### src/rtl/rr_arbiter_8_pkg.sv
// Shared types and constants for the eight-way round-robin arbiter.
// Helpers turn a requester index into a one-hot grant or a below-index mask.
package arb_pkg;

  localparam int ARB_N   = 8;
  localparam int ARB_IDW = 3;

  typedef enum logic [1:0] {
    IDLE  = 2'd0,
    GRANT = 2'd1,
    GAP   = 2'd2
  } arb_state_t;

  function automatic logic [ARB_N-1:0] id_to_onehot(input logic [ARB_IDW-1:0] id);
    return ARB_N'(1) << id;
  endfunction

  // All requester bits strictly below id; empty for id 0.
  function automatic logic [ARB_N-1:0] below_mask(input logic [ARB_IDW-1:0] id);
    return (ARB_N'(1) << id) - ARB_N'(1);
  endfunction

endpackage

### src/rtl/rr_arbiter_8_if.sv
// Request/grant bundle between the requesting agents (master) and the arbiter (slave).
// The grant side also feeds the downstream resource mux select.
interface rr_arbiter_8_if;
  import arb_pkg::*;

  logic [ARB_N-1:0]   req;
  logic               lock;
  logic [ARB_N-1:0]   gnt;
  logic [ARB_IDW-1:0] gnt_id;
  logic               gnt_valid;
  logic               timeout;

  modport master (
    output req,
    output lock,
    input  gnt,
    input  gnt_id,
    input  gnt_valid,
    input  timeout
  );

  modport slave (
    input  req,
    input  lock,
    output gnt,
    output gnt_id,
    output gnt_valid,
    output timeout
  );

endinterface

### src/rtl/priority_encoder_8to3.sv
// Eight-to-three priority encoder; the highest set index wins.
// any is low when no input bit is set, in which case idx is 0.
module priority_encoder_8to3
  import arb_pkg::*;
(
  input  logic [ARB_N-1:0]   vec,
  output logic [ARB_IDW-1:0] idx,
  output logic               any
);

  // Ascending scan so the last (highest) set bit overwrites lower ones.
  always_comb begin
    idx = '0;
    for (int i = 0; i < ARB_N; i++) begin
      if (vec[i]) idx = ARB_IDW'(i);
    end
  end

  assign any = |vec;

endmodule

### src/rtl/rr_arbiter_8.sv
// Eight-requester round-robin arbiter with hold-until-release grants and a bounded tenure.
// Rotation runs downward from the last granted index; all outputs are registered.
//
// state | meaning
// IDLE  | no grant; any request is granted on the next edge
// GRANT | grant held; ends on owner release or hold-limit timeout
// GAP   | one forced grant-free cycle; its exit decision is the IDLE decision
module rr_arbiter_8
  import arb_pkg::*;
#(
  parameter int MAX_HOLD = 16
) (
  input  logic          clk,
  input  logic          rst_n,
  rr_arbiter_8_if.slave bus
);

  localparam int CW_RAW = $clog2(MAX_HOLD + 1);
  localparam int CW     = (CW_RAW < 1) ? 1 : CW_RAW;
  localparam logic [CW-1:0] HOLD_SAT  = CW'(MAX_HOLD);
  localparam logic [CW-1:0] HOLD_LAST = CW'((MAX_HOLD > 0) ? MAX_HOLD - 1 : 0);
  localparam bit            LIMIT_EN  = (MAX_HOLD != 0);

  arb_state_t state;
  arb_state_t state_nxt;

  logic [ARB_N-1:0]   gnt_q;
  logic [ARB_N-1:0]   gnt_nxt;
  logic [ARB_IDW-1:0] gnt_id_q;
  logic [ARB_IDW-1:0] gnt_id_nxt;
  logic [ARB_IDW-1:0] last_id;
  logic [ARB_IDW-1:0] last_id_nxt;
  logic [CW-1:0]      hold_cnt;
  logic [CW-1:0]      hold_cnt_nxt;
  logic               gnt_valid_q;
  logic               timeout_q;
  logic               timeout_nxt;

  logic [ARB_N-1:0]   low;
  logic [ARB_IDW-1:0] low_id;
  logic [ARB_IDW-1:0] all_id;
  logic [ARB_IDW-1:0] win_id;
  logic               low_any;
  logic               all_any;
  logic               owner_req;
  logic               limit_hit;
  logic               tenure_end;
  logic               load_grant;

  assign low = bus.req & below_mask(last_id);

  priority_encoder_8to3 u_enc_low (
    .vec (low),
    .idx (low_id),
    .any (low_any)
  );

  priority_encoder_8to3 u_enc_all (
    .vec (bus.req),
    .idx (all_id),
    .any (all_any)
  );

  // Prefer the highest requester below last_id, else wrap to the highest overall.
  assign win_id = low_any ? low_id : all_id;

  // hold_cnt may sit above HOLD_LAST while lock is high, so the check is >=.
  assign owner_req  = bus.req[gnt_id_q];
  assign limit_hit  = LIMIT_EN && !bus.lock && (hold_cnt >= HOLD_LAST);
  assign tenure_end = (state == GRANT) && (!owner_req || limit_hit);
  assign load_grant = (state != GRANT) && all_any;

  always_ff @(posedge clk or negedge rst_n) begin
    if (!rst_n) state <= IDLE;
    else        state <= state_nxt;
  end

  always_comb begin
    state_nxt = state;
    case (state)
      IDLE, GAP: state_nxt = all_any ? GRANT : IDLE;
      GRANT:     if (tenure_end) state_nxt = GAP;
      default:   state_nxt = IDLE;
    endcase
  end

  // Release wins a same-cycle collision: timeout only flags a cut with the owner still requesting.
  always_comb begin
    gnt_nxt      = gnt_q;
    gnt_id_nxt   = gnt_id_q;
    last_id_nxt  = last_id;
    hold_cnt_nxt = hold_cnt;
    timeout_nxt  = 1'b0;
    case (state)
      IDLE, GAP: begin
        gnt_nxt = '0;
        if (load_grant) begin
          gnt_nxt      = id_to_onehot(win_id);
          gnt_id_nxt   = win_id;
          hold_cnt_nxt = '0;
        end
      end
      GRANT: begin
        if (tenure_end) begin
          gnt_nxt     = '0;
          last_id_nxt = gnt_id_q;
          timeout_nxt = owner_req;
        end else if (hold_cnt != HOLD_SAT) begin
          hold_cnt_nxt = hold_cnt + 1'b1;
        end
      end
      default: gnt_nxt = '0;
    endcase
  end

  always_ff @(posedge clk or negedge rst_n) begin
    if (!rst_n) begin
      gnt_q       <= '0;
      gnt_id_q    <= '0;
      gnt_valid_q <= 1'b0;
      timeout_q   <= 1'b0;
      last_id     <= '0;
      hold_cnt    <= '0;
    end else begin
      gnt_q       <= gnt_nxt;
      gnt_id_q    <= gnt_id_nxt;
      gnt_valid_q <= |gnt_nxt;
      timeout_q   <= timeout_nxt;
      last_id     <= last_id_nxt;
      hold_cnt    <= hold_cnt_nxt;
    end
  end

  assign bus.gnt       = gnt_q;
  assign bus.gnt_id    = gnt_id_q;
  assign bus.gnt_valid = gnt_valid_q;
  assign bus.timeout   = timeout_q;

endmodule

### src/flat_wrapper.sv
// flat-port wrapper written by rule: the top's interface ports become plain ports
module rr_arbiter_8_flat import arb_pkg::*;
#(
  parameter int MAX_HOLD = 16
)
  (clk, rst_n, bus_req, bus_lock, bus_gnt, bus_gnt_id, bus_gnt_valid, bus_timeout);
  rr_arbiter_8_if bus_i ();
  input  logic clk;
  input  logic rst_n;
  input wire logic [$bits(bus_i.req)-1:0] bus_req;
  input wire logic [$bits(bus_i.lock)-1:0] bus_lock;
  output wire logic [$bits(bus_i.gnt)-1:0] bus_gnt;
  output wire logic [$bits(bus_i.gnt_id)-1:0] bus_gnt_id;
  output wire logic [$bits(bus_i.gnt_valid)-1:0] bus_gnt_valid;
  output wire logic [$bits(bus_i.timeout)-1:0] bus_timeout;
  assign bus_i.req = bus_req;
  assign bus_i.lock = bus_lock;
  assign bus_gnt = bus_i.gnt;
  assign bus_gnt_id = bus_i.gnt_id;
  assign bus_gnt_valid = bus_i.gnt_valid;
  assign bus_timeout = bus_i.timeout;
  rr_arbiter_8 #(.MAX_HOLD(MAX_HOLD)) u_core (.clk(clk), .rst_n(rst_n), .bus(bus_i));
endmodule
### config.mk
export PLATFORM = sky130hd
export DESIGN_NAME = rr_arbiter_8_flat
export DESIGN_NICKNAME = d
export VERILOG_FILES = /design/src/rtl/rr_arbiter_8_pkg.sv /design/src/rtl/rr_arbiter_8_if.sv /design/src/rtl/priority_encoder_8to3.sv /design/src/rtl/rr_arbiter_8.sv /design/src/flat_wrapper.sv
export SDC_FILE = /design/constraint.sdc
export NUM_CORES = 1
export LEC_CHECK = 0
export CORE_UTILIZATION = 49
export CTS_CLUSTER_SIZE = 12
export DETAILED_ROUTE_END_ITERATION = 7
export GPL_TIMING_DRIVEN = 0
export PLACE_DENSITY_LB_ADDON = 0.12
export REMOVE_ABC_BUFFERS = 1
export SETUP_SLACK_MARGIN = 0.05
export SYNTH_ARGS = -nofsm -noshare
export SYNTH_HDL_FRONTEND = slang
export SYNTH_SLANG_ARGS = --single-unit
### constraint.sdc
create_clock -name clk -period 4.9 [get_ports clk]
set_clock_uncertainty 0.2 [all_clocks]
set_input_delay 1.225 -clock clk [delete_from_list [all_inputs] [get_ports clk]]
set_output_delay 1.225 -clock clk [all_outputs]
set_load 0.1 [all_outputs]
# [Word level (Yosys, flattened, before mapping)]
# Cells that the tools add are included.
[classes] shifts=2 eq_ne=8 muxes=29 n_reduce_logical=15 n_bitwise=1 n_lt_le_gt_ge=2 n_addsub=2
[ops] operator="3-bit two-way mux" count=13
[ops] operator="8-bit OR reduction" count=3
[ops] operator="8-bit two-way mux" count=2
[ops] operator="8-bit case mux with 2 select lines" count=1
[ops] operator="1-bit by 3-bit left shift with 8-bit output, first input constant" count=2
[ops] operator="5-bit two-way mux" count=3
[ops] operator="5-bit case mux with 2 select lines" count=1
[ops] operator="8-bit AND" count=1
[ops] operator="8-bit by 2-bit subtractor with 8-bit output, second input constant" count=1
[ops] operator="1-bit two-way mux" count=6
[ops] operator="2-bit by 1-bit != test with 1-bit output, second input constant" count=3
[ops] operator="5-bit by 1-bit adder with 5-bit output, second input constant" count=1
[ops] operator="5-bit by 4-bit greater-or-equal comparator with 1-bit output, second input constant" count=1
[ops] operator="5-bit != test, second input constant" count=1
[ops] operator="3-bit by 4-bit less-than comparator with 1-bit output, second input constant" count=1
[ops] operator="2-bit != test, second input constant" count=2
[ops] operator="2-bit case mux with 2 select lines" count=1
[ops] operator="2-bit AND reduction" count=2
[ops] operator="4-bit AND reduction" count=1
[ops] operator="1-bit binary-select mux with 3-bit select" count=1
[ops] operator="1-bit logical AND" count=3
[ops] operator="2-bit by 1-bit == test with 1-bit output, second input constant" count=1
[ops] operator="2-bit == test, second input constant" count=1
[ops] operator="1-bit logical NOT" count=2
[ops] operator="other kinds (5)" count=5
[totals] inputBits=11 elab_cells=66 output_inout_bits=13 regBits=23

# [Longest topological paths before layout]
# Gate-level depths: netlist (run 1).
[logic_depth] ltp_word=15 mapped_depth=11 ltp_nobuf=9

# [Hierarchy]
# From an unflattened synthesis (run 1), not the netlist that was laid out.
[hier_totals] cells_unflattened=139 hier_area_um2=1390.1
[by_module_without_submodules] module="rr_arbiter_8" instances=1 seq_area_each_um2=575.6 area_each_um2=1257.5 cells_each=115
[by_module_without_submodules] module="priority_encoder_8to3" instances=2 seq_area_each_um2=0.0 area_each_um2=66.3 cells_each=12

# [Worst setup path after synthesis (run 1)]
# Ideal clock, no wire load.
[synth_timing] path_kind="register to register" from="reg u_core.last_id[2]" to="reg u_core.gnt_id_q[0], in the netlist u_core.bus.gnt_id[0]" slack_ns=1.876 setup_ns=0.126 path_buffers=2 period_less_slack_ns=3.024 required_ns=4.574 stages_incl_launch_ff=11 arrival_ns=2.698 cell_sequence="dfrtp_1 > buf_6 > or3_2 > ha_1 > buf_2 > or3_1 > a21boi_2 > a221oi_4 > a211oi_2 > a311oi_4 > mux2_2"
[synth_via] elab_chain_cells=11 elab_cells_between_ends=12 cone_classes="add/sub (1); shift (1); mux (8); bitwise (1); reduce/logical (1)"
[synth_lines] item="from (decl)" line_no="rr_arbiter_8.sv:31" rtl="logic [ARB_IDW-1:0] last_id;"
[synth_lines] item="from (signal assigned)" line_no="rr_arbiter_8.sv:129" rtl="last_id <= last_id_nxt;"
[synth_lines] item="1-bit by 3-bit left shift with 8-bit output *" line_no="rr_arbiter_8_pkg.sv:20" rtl="return (ARB_N'(1) << id) - ARB_N'(1);"
[synth_lines] item="8-bit by 2-bit subtractor with 8-bit output *" line_no="rr_arbiter_8_pkg.sv:20"
[synth_lines] item="8-bit AND *" line_no="rr_arbiter_8.sv:50" rtl="assign low = bus.req & below_mask(last_id);"
[synth_lines] item="1-bit two-way mux" line_no="priority_encoder_8to3.sv:15" rtl="if (vec[i]) idx = ARB_IDW'(i);"
[synth_lines] item="3-bit two-way mux (6 in series)" line_no="priority_encoder_8to3.sv:15"
[synth_lines] item="3-bit two-way mux *" line_no="rr_arbiter_8.sv:65" rtl="assign win_id = low_any ? low_id : all_id;"
[synth_lines] item="to (signal assigned)" line_no="rr_arbiter_8.sv:126" rtl="gnt_id_q <= gnt_id_nxt;"
[synth_lines] item="to (decl)" line_no="rr_arbiter_8.sv:29" rtl="logic [ARB_IDW-1:0] gnt_id_q;"
# Mark *: on every way between the ends. The rest lies on a longest branch, timed or not.
# A chain may end at the register's enable or synchronous reset.

# [Worst setup path in the final report (run 1)]
[layout_timing] from="in bus_req[5]" to="reg u_core.hold_cnt[2]"
[layout_via] elab_chain_cells=7 elab_cells_between_ends=10 cone_classes="eq/ne (2); mux (2); reduce/logical (6)"
[layout_lines] item="from (decl)" line_no="flat_wrapper.sv:10" rtl="input wire logic [$bits(bus_i.req)-1:0] bus_req;"
[layout_lines] item="1-bit binary-select mux with 3-bit select" line_no="rr_arbiter_8.sv:68" rtl="assign owner_req = bus.req[gnt_id_q];"
[layout_lines] item="1-bit two-way mux (implied by the code)" line_no="rr_arbiter_8.sv:68"
[layout_lines] item="1-bit logical NOT" line_no="rr_arbiter_8.sv:70" rtl="assign tenure_end = (state == GRANT) && (!owner_req || limit_hit);"
[layout_lines] item="1-bit logical OR" line_no="rr_arbiter_8.sv:70"
[layout_lines] item="1-bit logical AND" line_no="rr_arbiter_8.sv:70"
[layout_lines] item="2-bit != test (no source line)"
[layout_lines] item="4-bit AND reduction (no source line) *"
[layout_lines] item="to (signal assigned)" line_no="rr_arbiter_8.sv:130" rtl="hold_cnt <= hold_cnt_nxt;"
[layout_lines] item="to (decl)" line_no="rr_arbiter_8.sv:33" rtl="logic [CW-1:0] hold_cnt;"
# Mark *: on every way between the ends. The rest lies on a longest branch, timed or not. The select of a mux whose other input is x is not followed.

==> impl_results.md, run 1 <==
- Status: complete, but fails checks
- Failing checks: design-rule violations
- Routability Congestion: between 0.8 and 0.9
- Cell mode on critical path: mux2i_1
- CTS clk-pin slew, worst paths: 0.13 ns
- Max cap viols: 0
- RSZ-0062 raised after global routing: false
- EDFF count, synth: 0
- Asr flop ratio synth: 100.0%
- Clock sink count: 23
- Synth area leaders: dfrtp_1, nand2_1, ha_1
- Final period utilization: 80.30%
- Clock root buffer: clkbuf_4
- Most common library cells after synthesis: dfrtp_1, nand2_1, inv_1, nor2_1, a21oi_1
- CTS tree: yes
- Crit path DAT: ~4.0 ns
- Critical path's slowest cell: nor3_1
- Critical path class: in -> reg
- Crit. End Element: register
- Layout area overhead: 17.05%
- Resized cells post-CTS: 0
- Slew of the pin with the lowest slew margin: 1.237 ns
- Total of fill cells in the finished design: 252
- First-pass GRT wire length: approximately 5600 um
- Total track usage: between 20% and 30%
- Die Wd: around 57 um
- Fin Setup TNS: 0 ns
- Die Ht: between 50 and 60 um
- Hpwl dp: about 2400 um
- Sequential area share after synthesis: between 30% and 40%
- Upper clock frequency limit: about 0.25 GHz
- Finish-stage setup viols: 0
- Initial antenna violation count: 0
- Residual DRC count: 5
- Crit-path cells: clkdlybuf4s50_1 -> mux4_2 -> mux2i_1 -> nor3_1 -> o41a_1 -> o22a_1 -> mux2i_1
- Proportion of netlist area held by the largest area contributor: slightly below 40%
- Ports: 24
- Cell Area, Synth: approximately 1500 sq um
- Slew Limit Fails: 0
- Ant diodes: 0
- CTS Buf Count: 3
- # rows: 19
- Die footprint: between 3000 and 4000 sq um
- CP peak stage delay: 1.00 ns
- Port bufs: 23
- Worst-path fanout max: 12
- Post-CTS Setup Inserts: 0
- Most instantiated library cell after synthesis: dfrtp_1
- WP data required: a little under 5 ns
- Synth Warn #: 0
- Via-to-Cell Ratio: 6.143
- Slew headroom: 16.92%
- Main synth FF type: dfrtp_1
- Share of cells above drive strength 1: 13.33%
- Max clock buf depth: 2
- Layout Nets: 181
- Initial core utilization: a little over half
- Core ar.: 2805 sq um
- Avg WL per Cell: approximately 16 um
- Final Hold Vio Count: 0
- Synth unique cells: 49
- H-tree depth: 1
- Average size of a mapped cell: slightly above 10 sq um
- Drt first-iter violations: between 40 and 50
- Area leader, netlist: dfrtp_1
- Antenna-violating nets left: 0
- Yosys reg bits: 23
- Hold slack: ~0.33 ns
- Synth Instances: approximately 140
- HP Class: reg -> reg
- Vias in the first global route: about 1200
- Critical path launch point type: primary input
- First-pass detailed-route iteration total: 6
- Largest net degree at the start of global routing: 24
- Dpl ws: 0.6192 ns
- GR Overflow Total: 0
- Final critical-path required period: approximately 3.9 ns
- Worst skew pair latency: 0.31 ns
- Post-CTS Hold Buffers: 0
- Detailed-route via count: roughly 1200
- WL final: 3119 um
- Setup slack after layout: between 0.9 and 1 ns
-- critical path, delay by kind of cell --
family	cells	cell delay, ns
multiplexers	3	0.45
AO/OA/AOI/OAI	2	0.64
buffers and inverters	1	0.62
AND/OR/NAND/NOR	1	1.00
-- through the flow --
| stage | std cells | instance area [sq um] | utilization [%] |
|---|---|---|---|
| finish | 196 | 1735 | 61.86 |
| CTS | 196 | 1735 | 61.86 |
| global placement | 192 | 1708 | 60.88 |
| detailed placement | 192 | 1708 | 60.88 |
| global route | 196 | 1735 | 61.86 |
| floorplan | 138 | 1439 | - |
-- final timing paths --
path,start,slack (ns),end,depth (start not counted)
max in group asynchronous,rst_n,2.64,u_core.bus.gnt_id[2],1
max,bus_req[5],0.97,u_core.hold_cnt[2],7
min in group asynchronous,rst_n,1.25,u_core.hold_cnt[1],1
max reg2reg,u_core.hold_cnt[0],1.67,u_core.hold_cnt[2],9
min,u_core.bus.gnt[0],0.33,u_core.bus.gnt[0],2
min reg2reg,u_core.bus.gnt[0],0.33,u_core.bus.gnt[0],2
-- cell families (layout without fill, tap and decap cells) --
logic type                 count (synthesis)  count (layout)  synth area share, %
AOI/OAI and AO/OA                         43              43                24.47
adders and majority gates                  4               4                3.376
buffers and inverters                     13              35                4.979
DFF                                       23              23                38.82
muxes                                     11              11                9.704
and+or+nand+nor                           49              49                18.65
-- state kept, by name, summed over array words and instances, names as in the netlist --
| register | cells |
|---|---|
| u_core.bus.gnt_id | 3 |
| u_core.bus.gnt_valid | 1 |
| u_core.hold_cnt | 5 |
| u_core.state | 2 |
| u_core.last_id | 3 |
| u_core.bus.timeout | 1 |
| u_core.bus.gnt | 8 |
-- cells in the final DEF, fill, tap and decap left out, drive strengths merged, types with 5 or more instances in the layout --
| master | instances |
|---|---|
| a21oi | 6 |
| clkdlybuf4s50 | 23 |
| dfrtp | 23 |
| inv | 8 |
| mux2i | 5 |
| nand2 | 18 |
| nor2 | 8 |
| nor4 | 5 |
| o21ai | 6 |
| o31ai | 5 |
-- layout make-up --
cell class	count	area, sq um	share of cell area (%)
multi-input combinational	107	833.3	48.02
clock inverter	1	5.005	0.2884
timing repair buffer	23	230.2	13.27
inverter	8	30.03	1.730
clock buffer	3	22.52	1.298
sequential	23	575.6	33.17
tap	31	38.79	2.235
-- layer usage --
layer / vias to the layer above / part of all wire [%] / track usage, %
li1: 583 / - / -
met3: 2 / 3.4 / 2.721
met5: - / 0 / 0
met4: 0 / 0.51 / 6.272
met2: 31 / 49 / 36.97
met1: 588 / 47 / 28.47
Power of run 1 is not shown: default switching activity piles up to over one toggle a cycle in this logic, so the estimate is an artifact.
==> run 2: changes to the inputs <==
Settings changed: CORE_UTILIZATION 49 to 48.
Clock period 4.9 ns to 3.5 ns, I/O delays scaled along.
==> run 2 against run 1 <==
Effect of this change:
- the flow still finishes with violations (design-rule violations)
- design area grew 0.29%
- die area grew 2.0%
- via count is the same
- utilization shrank 0.34 points
- register-to-register slack lost 1.4 ns
- setup slack lost 0.65 ns
- flip-flop and latch count is the same
- sequential share of layout area shrank 0.095 points
- non-clock buffer count is the same
==> impl_results.md, run 2 (synthesized netlist as in run 1, its figures left out) <==
- Status: complete, but fails checks
- Failing checks: design-rule violations
- Share of cells above drive strength 1: 13.94%
- Hpwl dp: approximately 2300 um
- Slew of the pin with the lowest slew margin: roughly 1 ns
- Most frequent cells in the layout: clkdlybuf4s50_1, dfrtp_1, nand2_1, nor2_1, inv_1
- Crit. End Element: register
- Crit-path cells: or3_2 -> ha_1 -> or3_1 -> a21boi_2 -> a221oi_4 -> a211oi_2 -> a311oi_4 -> mux2_2
- Post-CTS Setup Inserts: 0
- Placed cells: between 150 and 200
- Slew Limit Fails: 0
- Critical path launch point type: register
- Vias in the first global route: roughly 1200
- Layout area overhead: 17.38%
- Die Ht: approximately 58 um
- Worst skew pair latency: 0.32 ns
- GR Overflow Total: 0
- Max reg flops: 8
- Final period utilization: between 90% and 100%
- Post-CTS Hold Buffers: 0
- Clock root buffer: clkbuf_4
- H-tree depth: 1
- First-pass detailed-route iteration total: 6
- HP Class: reg -> reg
- CTS tree: yes
- Final critical-path required period: ~3.2 ns
- Ant diodes: 0
- Finish-stage setup viols: 0
- Hold slack: 0.3250 ns
- Routability Congestion: 0.8060
- WL met2: roughly 1400 um
- Placed cell area: about 1700 sq um
- # rows: 19
- CTS clk-pin slew, worst paths: 0.13 ns
- Max clock buf depth: 2
- Non-filler instance count after layout: between 150 and 200
- Upper clock frequency limit: 0.3138 GHz
- Core ar.: 2829 sq um
- Highest metal layer with signal wires: met4
- Initial core utilization: 52.41%
- Met1 Routed Length: 1463 um
- Layout Nets: roughly 180
- WP data required: between 3 and 4 ns
- Fin Setup TNS: 0 ns
- Largest net degree at the start of global routing: 24
- First-pass GRT wire length: between 5000 and 6000 um
- Initial antenna violation count: 0
- Residual DRC count: 2
- Critical path class: reg -> reg
- Ports: 24
- RSZ-0062 raised after global routing: false
- Clock sink count: 23
- Final Hold Vio Count: 0
- Crit path DAT: ~3.2 ns
- Via-to-Cell Ratio: about 6.1
- CP peak stage delay: between 0.5 and 0.6 ns
- Met3 wire len: 156 um
- Port bufs: 23
- Max cap viols: 0
- Total track usage: ~21%
- Detailed-route via count: 1204
- Worst-path fanout max: 13
- CTS Buf Count: 3
- Die Wd: approximately 58 um
- Final instance area: between 1500 and 2000 sq um
- WL final: 3071 um
- Avg WL per Cell: approximately 16 um
- Drt first-iter violations: 36
- Critical path's slowest cell: dfrtp_1
- Die footprint: ~3300 sq um
- Antenna-violating nets left: 0
- Slew headroom: around a third
## run 2: cell counts in the layout (fill, tap and decap cells not counted)
Identical to the previous run, type by type.
## run 2: final timing paths
check                                  start  slack (ns)  cells past startpoint              endpoint
min reg2reg                u_core.bus.gnt[2]        0.33                      2     u_core.bus.gnt[2]
max                        u_core.last_id[2]        0.31                      8  u_core.bus.gnt_id[0]
min                        u_core.bus.gnt[2]        0.33                      2     u_core.bus.gnt[2]
max in group asynchronous              rst_n        1.59                      1       u_core.state[0]
max reg2reg                u_core.last_id[2]        0.31                      8  u_core.bus.gnt_id[0]
min in group asynchronous              rst_n        0.89                      1     u_core.bus.gnt[1]
## run 2: metrics by stage
stage / util, % / setup slack [ns]
final: 61.52 / 0.3133
after CTS: 61.52 / 0.2935
after floorplan: - / 0.4162
after global placement: 60.37 / -0.3127
after global routing: 61.52 / 0.1232
after detailed placement: 60.37 / -0.3958
## run 2: layer usage
metal	up-vias	global-route usage [%]
met4	0	4.878
li1	588	-
met1	584	29.43
met2	28	34.22
met5	-	0
met3	4	5.442
## run 2: layout make-up
type,instances,area (sq um)
clock buffer,3,22.52
clock inverter,1,5.005
fill,251,1089
inverter,8,30.03
multi-input combinational,107,838.3
sequential,23,575.6
tap,31,38.79
timing repair buffer,23,230.2
## run 2: what timing repair did
action                                  CTS  global route
gates resized for setup                   1             0
endpoints found under the setup margin    4             0
hold endpoints to repair                  0             0
## run 2: worst max-delay path: cells and delay by family, from the launching register on
kind,cells,cell delay [ns]
adder cells (fa/ha/maj),1,0.30
AND/OR/NAND/NOR,2,0.96
AO/OA/AOI/OAI,4,0.74
flip-flops,1,0.58
multiplexers,1,0.31
Power of run 2 is left out for the same reason.
==> RTL change (config.mk and constraints of run 2) <==
Change the package constant `ARB_N` from 8 to 9.
--- a/src/rtl/rr_arbiter_8_pkg.sv
+++ b/src/rtl/rr_arbiter_8_pkg.sv
@@ -2,7 +2,7 @@
 // Helpers turn a requester index into a one-hot grant or a below-index mask.
 package arb_pkg;
 
-  localparam int ARB_N   = 8;
+  localparam int ARB_N   = 9;
   localparam int ARB_IDW = 3;
 
   typedef enum logic [1:0] {
Interface: changed (resized bus_gnt and bus_req); port bits go from 24 to 26. No check against the original RTL was run, so the function may have changed too.
==> RTL change against run 2 <==
  * The flow still finishes with violations (design-rule violations)
  * Cell area increased by 0.79%
  * Synthesized area decreased by 1.8%
  * Worst setup slack got worse by 21 ps
  * Sequential cell count increased by 1
  * Wire length increased by 8.0%
  * Fmax decreased by 0.66%
  * Critical endpoint is now u_core.bus.gnt[1]
Power is left out: the tool's default activity adds up to more than one toggle a clock period on the data nets, which glitch-free logic cannot reach.
==> RTL change: results (changes against run 2) <==
[routing]
viasPerCell=6.36  ; +3.5%
wl_per_cell_um=16.4  ; +4.8%
routed_wirelength_mm=3.32  ; +8.0%
first_pass_iters=6  ; unchanged
route.detailed.drc=2  ; unchanged
first_iter_violations=83  ; +130%

[clock_tree]
clk_pin_slew_worst_paths_ps=130  ; about the same
cts_made_buffers=3  ; unchanged
cts_resized=0  ; -1
clock_latency_ps=310
post_cts_buffers=0  ; unchanged
h-tree-depth=1  ; unchanged
clockRootBuffer=clkbuf_4
clk_path_buf_depth=2  ; unchanged

[placed_design]
placed_cells=198  ; +3.1%
post-place-ws_ps=165  ; +561 ps
dpl.hpwl_mm=2.45  ; +4.8%
place_congestion=0.849  ; +5.3%
io_buffers=25  ; +8.7%

[grt]
met2_usage_pct=34.5  ; +0.23 points
grt_first_pass_wirelength_mm=5.67  ; +3.3%
grt_antenna_before_repair=0  ; unchanged
met3_usage_pct=3.17  ; -2.3 points
grt_usage_pct=22.2  ; +0.75 points
grt_max_degree=25  ; +4.2%
use_met1_pct=32.7  ; +3.3 points
grt_pass1_vias=1244  ; +1.9%

[hold_path]
hold_path.class=reg2reg

[timing]
setup_tns_ps=0  ; unchanged
maxSlewHeadroom_pct=25.3  ; -7.9 points
setup_violations=0  ; unchanged

[critical_path]
crit_path_max_fanout=12  ; -1
critPathMaxStageDelay_ps=520  ; -60 ps
critPathSlowestCell=dfrtp_1

[final_layout]
diodes=0  ; unchanged
largest_reg_flops=9  ; +1
drive_gt1_share_pct=9.36  ; -4.6 points
fillCellCount=240  ; -4.4%
nets=188  ; +3.9%

[status]
violations=design-rule violations
status=finished, violations left

[yosys]
avgSynthCellArea_sq_um=9.84  ; -5.1%
yosys-top-cells-count=dfrtp_1 (24), nand2_1 (15), o21ai_0 (10)
ys_warn_count=0  ; unchanged
synth.distinct_cells=47  ; -4.1%
ys_seq_area_share_pct=41.2  ; +2.4 points
synthTopCellsByArea=dfrtp_1 (41%), a32o_1 (5.5%), nand2_1 (3.9%), ha_1 (3.4%), o21ai_0 (3.4%)
synth-async-reset-ratio_pct=100  ; unchanged

==> RTL change: changes by cell type after synthesis, moves of 3 or more <==
cell / run 2 / this run
a22o_1: 4 / 0
a32o_1: 0 / 8
and3_1: 4 / 1
buf_6: 3 / 0
nand2_1: 18 / 15
nand3_1: 0 / 4
nor2b_1: 0 / 3
nor4_1: 5 / 2
o21ai_0: 3 / 10
o21ai_1: 3 / 0
==> RTL change: critical path, delay by kind of cell, from the launching register on <==
family	cells	cell delay [ps]
DFF	1	520
adders and majority gates	1	300
AOI/OAI and AO/OA	5	1250
and+or+nand+nor	2	880
==> RTL change: area by class of cell <==
| cell class | count | share of cell area [%] |
|---|---|---|
| multi-input cells | 111 | 45.7 |
| flip-flops and latches | 24 | 34.2 |
| inverters | 7 | 1.50 |
| clock buffers | 4 | 2.07 |
| repair buffers | 25 | 14.3 |
| well taps | 31 | 2.21 |
==> RTL change: final timing paths <==
kind	startpoint	to	slack (ps)	cells after the start
worst max-delay path	u_core.last_id[1]	u_core.bus.gnt[1]	290	8
worst min-delay path	u_core.bus.gnt[3]	u_core.bus.gnt_valid	340	2
worst max register to register	u_core.last_id[1]	u_core.bus.gnt[1]	290	8
worst min register to register	u_core.bus.gnt[3]	u_core.bus.gnt_valid	340	2
max in group asynchronous	rst_n	u_core.hold_cnt[4]	1540	1
min in group asynchronous	rst_n	u_core.last_id[1]	920	1
==> RTL change: cell families (layout without fill, tap and decap cells) <==
family | Yosys count | after routing | share of synthesized area (%)
adder cells (fa/ha/maj) | 4 | 4 | 3.44
flip-flops | 24 | 24 | 41.2
AO/OA/AOI/OAI | 43 | 43 | 21.7
multiplexers | 7 | 7 | 7.04
AND/OR/NAND/NOR | 57 | 57 | 22.9
buffers and inverters | 13 | 36 | 3.69
==> RTL change: layer usage <==
metal | vias to the layer above | share of wire [%]
met5 | - | 0
met4 | 0 | 0.48
met3 | 2 | 6.2
met2 | 47 | 46
met1 | 629 | 47
li1 | 606 | -
==> RTL change: through the flow <==
| stage | hold slack (ps) | cell area (sq um) | utilization (%) |
|---|---|---|---|
| 6_report | 343 | 1750 | 62.5 |
| 5_1_grt | 372 | 1750 | 62.5 |
| 4_1_cts | 349 | 1750 | 62.5 |
| 3_5_place_dp | 306 | 1720 | 61.2 |
| 3_3_place_gp | 299 | 1720 | 61.2 |
| 2_1_floorplan | 282 | 1430 | - |
